<file path="config.mk">
export PLATFORM = sky130hd
export DESIGN_NAME = pool_window_feeder_flat
export DESIGN_NICKNAME = d
export VERILOG_FILES = /design/src/rtl/pool_window_feeder_if.sv /design/src/rtl/pool_window_feeder.sv /design/src/flat_wrapper.sv
export SDC_FILE = /design/constraint.sdc
export NUM_CORES = 1
export LEC_CHECK = 0
export CORE_MARGIN = 2
export CORE_UTILIZATION = 40
export CTS_CLUSTER_DIAMETER = 60
export DETAILED_ROUTE_END_ITERATION = 12
export DONT_BUFFER_PORTS = 1
export SLEW_MARGIN = 10
export SYNTH_ARGS = -nofsm -noshare
export SYNTH_HDL_FRONTEND = slang
export SYNTH_SLANG_ARGS = --single-unit
</file>
<file path="constraint.sdc">
create_clock -name clk -period 3.7 [get_ports clk]
set_input_delay 0.74 -clock clk [delete_from_list [all_inputs] [get_ports clk]]
set_output_delay 0.74 -clock clk [all_outputs]
set_load 0.01 [all_outputs]
</file>
<file path="src/rtl/pool_window_feeder_if.sv">
// Pixel stream in, packed 2x2 window out; both directions use valid/ready.
// The feeder binds the slave modport, and the pixel source / window sink binds the master modport.
interface pool_window_feeder_if #(
  parameter int DATA_WIDTH = 16,
  parameter int size       = 4
);
  logic                         in_valid;
  logic [DATA_WIDTH-1:0]        in_data;
  logic                         in_ready;
  logic                         out_valid;
  logic                         out_ready;
  logic [DATA_WIDTH*size-1:0]   x;
  logic                         frame_last;

  modport master (
    output in_valid, in_data, out_ready,
    input  in_ready, out_valid, x, frame_last
  );

  modport slave (
    input  in_valid, in_data, out_ready,
    output in_ready, out_valid, x, frame_last
  );
endinterface

</file>
<file path="src/rtl/pool_window_feeder.sv">
// 2x2 pool window gatherer: even rows fill a line buffer, odd-row pixel pairs complete windows.
// A window is valid 1 cycle after its last pixel; a stalled window blocks pixel intake.
module pool_window_feeder #(
  parameter int DATA_WIDTH = 16,
  parameter int size       = 4,
  parameter int IMG_WIDTH  = 8,
  parameter int IMG_HEIGHT = 8
) (
  input logic                 clk,
  input logic                 reset,
  pool_window_feeder_if.slave s
);
  localparam int CW = $clog2(IMG_WIDTH);
  localparam int RW = $clog2(IMG_HEIGHT);
  localparam int XW = DATA_WIDTH * size;
  localparam logic [CW-1:0] COL_LAST = CW'(IMG_WIDTH - 1);
  localparam logic [RW-1:0] ROW_LAST = RW'(IMG_HEIGHT - 1);

  logic [CW-1:0]         col;
  logic [RW-1:0]         row;
  logic [DATA_WIDTH-1:0] lb [IMG_WIDTH];
  logic [DATA_WIDTH-1:0] bl;
  logic                  accept;
  logic                  load_win;

  assign s.in_ready = !(s.out_valid && !s.out_ready);
  assign accept     = s.in_valid && s.in_ready;
  assign load_win   = accept && row[0] && col[0];

  always_ff @(posedge clk or posedge reset) begin
    if (reset) begin
      col          <= '0;
      row          <= '0;
      s.out_valid  <= 1'b0;
      s.x          <= '0;
      s.frame_last <= 1'b0;
    end else begin
      // A new window on the same edge as a consume keeps out_valid high.
      if (load_win) begin
        s.out_valid  <= 1'b1;
        s.x          <= XW'({lb[col ^ CW'(1)], lb[col], bl, s.in_data});
        s.frame_last <= (row == ROW_LAST) && (col == COL_LAST);
      end else if (s.out_ready) begin
        s.out_valid  <= 1'b0;
      end

      if (accept) begin
        if (col == COL_LAST) begin
          col <= '0;
          row <= (row == ROW_LAST) ? '0 : row + RW'(1);
        end else begin
          col <= col + CW'(1);
        end
      end
    end
  end

  // Storage is always overwritten before it is read, so it carries no reset.
  always_ff @(posedge clk) begin
    if (accept && !row[0])
      lb[col] <= s.in_data;
    if (accept && row[0] && !col[0])
      bl <= s.in_data;
  end
endmodule

</file>
<file path="src/flat_wrapper.sv">
// flat-port wrapper written by rule: the top's interface ports become plain ports
module pool_window_feeder_flat 
#(
  parameter int DATA_WIDTH = 16,
  parameter int size       = 4,
  parameter int IMG_WIDTH  = 8,
  parameter int IMG_HEIGHT = 8
)
  (clk, reset, s_in_valid, s_in_data, s_out_ready, s_in_ready, s_out_valid, s_x, s_frame_last);
  pool_window_feeder_if #(.DATA_WIDTH(DATA_WIDTH), .size(size)) s_i ();
  input logic clk;
  input logic reset;
  input wire logic [$bits(s_i.in_valid)-1:0] s_in_valid;
  input wire logic [$bits(s_i.in_data)-1:0] s_in_data;
  input wire logic [$bits(s_i.out_ready)-1:0] s_out_ready;
  output wire logic [$bits(s_i.in_ready)-1:0] s_in_ready;
  output wire logic [$bits(s_i.out_valid)-1:0] s_out_valid;
  output wire logic [$bits(s_i.x)-1:0] s_x;
  output wire logic [$bits(s_i.frame_last)-1:0] s_frame_last;
  assign s_i.in_valid = s_in_valid;
  assign s_i.in_data = s_in_data;
  assign s_i.out_ready = s_out_ready;
  assign s_in_ready = s_i.in_ready;
  assign s_out_valid = s_i.out_valid;
  assign s_x = s_i.x;
  assign s_frame_last = s_i.frame_last;
  pool_window_feeder #(.DATA_WIDTH(DATA_WIDTH), .size(size), .IMG_WIDTH(IMG_WIDTH), .IMG_HEIGHT(IMG_HEIGHT)) u_core (.clk(clk), .reset(reset), .s(s_i));
endmodule
</file>
==> results.md <==
* Status: finished clean
* Crit path arrival time at 2.83 ns
* Nets at 679
* CTS tree: built
* Commonest non-fill, non-tap cell in the layout: edfxtp_1
* Total grt overflow at 0
* Synthesized instance count at 654
* CTS Sinks at 216
* Slew Limit Fails at 0
* Worst hold start: s_in_data[0]
* Initial antenna violation count at 0
* H-tree levels at 1
* Die area at 23700 um2
* Setup Fix Bufs, Post-CTS at 0
* CTS root buf: clkbuf_16
* Final min period at 2.64 ns
* Routed WL at 21.2 mm
* RSZ-0062 raised after global routing: false
* HP Class: primary input to flop
* Most frequent cells in the layout: edfxtp_1 (144), nand2_1 (137), dfrtp_1 (70)
* Global routing usage on met3 at 0.0428
* Layout cell share with drive strength beyond 1 at 0.147
* Row Count at 54
* Final Hold Fails at 0
* Fin Setup TNS at 0 ns
* Vias/cell at 5.62
* Initial core utilization at 0.409
* #FFs+latches synth at 216
* Routed len/inst at 22.3 um
* Max_cap viols at 0
* M1 GR Usage at 0.240
* Worst-case clock buffer depth at 3
* Final period util at 0.712
* # DRC at 0
* Cts repair resizes at 0
* Die width at 154 um
* Static Leak at 3.82 nW
* Critical path fanouts, max at 70
* Setup crit end kind: flop
* Mapped Area at 8980 um2
* Worst setup path start: u_core.col[0]
* Ys Warns at 0
* Clock latency on the worst-skew pair at 0.51 ns
* EDFF count, synth at 144
* Worst EP required at 3.90 ns
* Post-synthesis net count at 678
* Primary FF master, synth: edfxtp_1
* CTS clk-pin slew, worst paths at 0.06 ns
* Post-DRT Antenna Nets at 0
* Power Dens Cells at 814 nW/um2
* Synth-to-layout area growth at 11.0%
* I/O Pins at 87
* Max IR drop VDD at 0.373 mV
* Slew margin rel. at 0.295
* I/O Buffers at 0
* Placeable Area at 22000 um2
* Met2 GRT Util at 0.301
* First-pass GRT wire length at 32.9 mm
* # diodes at 0
* Setup-failing EPs final at 0
* Vias in the first global route at 5551
* Die Y at 154 um
* CP Class: flop to flop
* GRT busiest layer: met2
* Post-DP HPWL at 13.8 mm
* RR Startpoint: u_core.col[0]
* Worst-case reg-to-reg path depth at 3
* Vias at 5356
* Pre-Repair DR Iteration Count at 5
* Fmax at 379 MHz
* Syn_area_per_cell at 13.7 um2
* Asr flop ratio synth at 0.333
* CP Launch Type: flop
* Initial DRC Count at 403
* Largest net degree at the start of global routing at 71
* Seq/Total Area, Yosys at 0.682
* Final Wtd Congestion at 0.840
* Hold Crit Depth at 0
* Worst Clk Skew at 0.0126 ns
* Post-CTS Hold Buffers at 0
* Slew at the pin closest to its max-slew limit at 1.06 ns
* Util after Layout at 0.454
* Synth cell types at 53
* Worst hold margin at 0.323 ns
* CTS buffer count at 24
* GRT Overall Usage at 0.180
-- layer usage --
| layer | vias to the layer above | part of all wire |
|---|---|---|
| li1 | 2434 | - |
| met1 | 2707 | 0.42 |
| met3 | 32 | 0.071 |
| met2 | 183 | 0.49 |
| met4 | 0 | 0.019 |
| met5 | - | 0 |
-- critical path, stage by stage, from the launching register on --
cell and delay, ns:
dfrtp_4 0.80, or2_2 0.57, nor2_1 0.57, buf_4 0.32
-- state kept, by name, summed over array words and instances (netlist names) --
signal and flops:
u_core.row 3, u_core.bl 16, u_core.s.frame_last 1, u_core.s.x 64
u_core.col 3, u_core.s.out_valid 1, u_core.lb 128
-- power breakdown --
group / internal, W / leakage (nW) / switching (W)
Clock: 0.00133 / 0.360 / 0.000899
Combinational: 0.000871 / 1.25 / 0.00118
Sequential: 0.00313 / 2.21 / 0.000713
-- cell families (layout without fill, tap and decap cells) --
group                    Yosys count  in the layout  synth area share
adder cells (fa/ha/maj)            4              4           0.00557
flip-flops                       216            216             0.682
multiplexers                      68             68            0.0852
AND/OR/NAND/NOR                  189            189            0.0923
AO/OA/AOI/OAI                    123            123            0.0974
buffers and inverters             54             73            0.0375
-- metrics by stage --
step	instance area [um2]	std cells	setup slack (ns)	power, W
3_3_place_gp	9230	909	0.882	0.00589
5_1_grt	9970	953	0.931	0.00857
6_report	9970	953	1.06	0.00812
4_1_cts	9970	953	1.06	0.00821
3_5_place_dp	9230	909	0.784	0.00596
2_1_floorplan	8980	654	0.522	0.00538
-- Yosys cell counts, types with 5 or more instances --
cell       instances  area share
o31ai_1            5      0.0042
buf_2             17      0.0095
nand3_1            8      0.0045
a21o_1             5      0.0042
mux2_2            22       0.028
o2bb2ai_1          5      0.0049
clkbuf_1           9      0.0038
o22ai_1           13      0.0091
a21oi_1           21       0.012
mux2i_1           39       0.043
buf_4             13       0.011
a221oi_1          18       0.018
inv_1              7      0.0029
dfrtp_1           72        0.20
o21ai_0           11      0.0061
nor2_1             9      0.0038
buf_6              7      0.0088
edfxtp_1         144        0.48
o21ai_1           12      0.0067
nand2_1          137       0.057
a22o_1            13       0.013
-- worst paths after layout --
| path | end | slack [ns] |
|---|---|---|
| hold / removal | u_core.lb[2][0] | 0.32 |
| hold reg to reg | u_core.s.x[29] | 0.44 |
| setup / recovery | u_core.lb[4][2] | 1.06 |
| setup reg to reg | u_core.lb[4][2] | 1.06 |
| max in group asynchronous | u_core.s.x[29] | 2.54 |
| min in group asynchronous | u_core.s.x[36] | 0.35 |
-- layout make-up --
type / instances / area, um2
clock buffer: 36 / 677
clock inverter: 8 / 65.1
fill: 1936 / 12000
inverter: 7 / 27.5
multi-input combinational: 384 / 2550
sequential: 216 / 6130
tap: 280 / 350
timing repair buffer: 22 / 165
(Power assumes the default switching activity.)
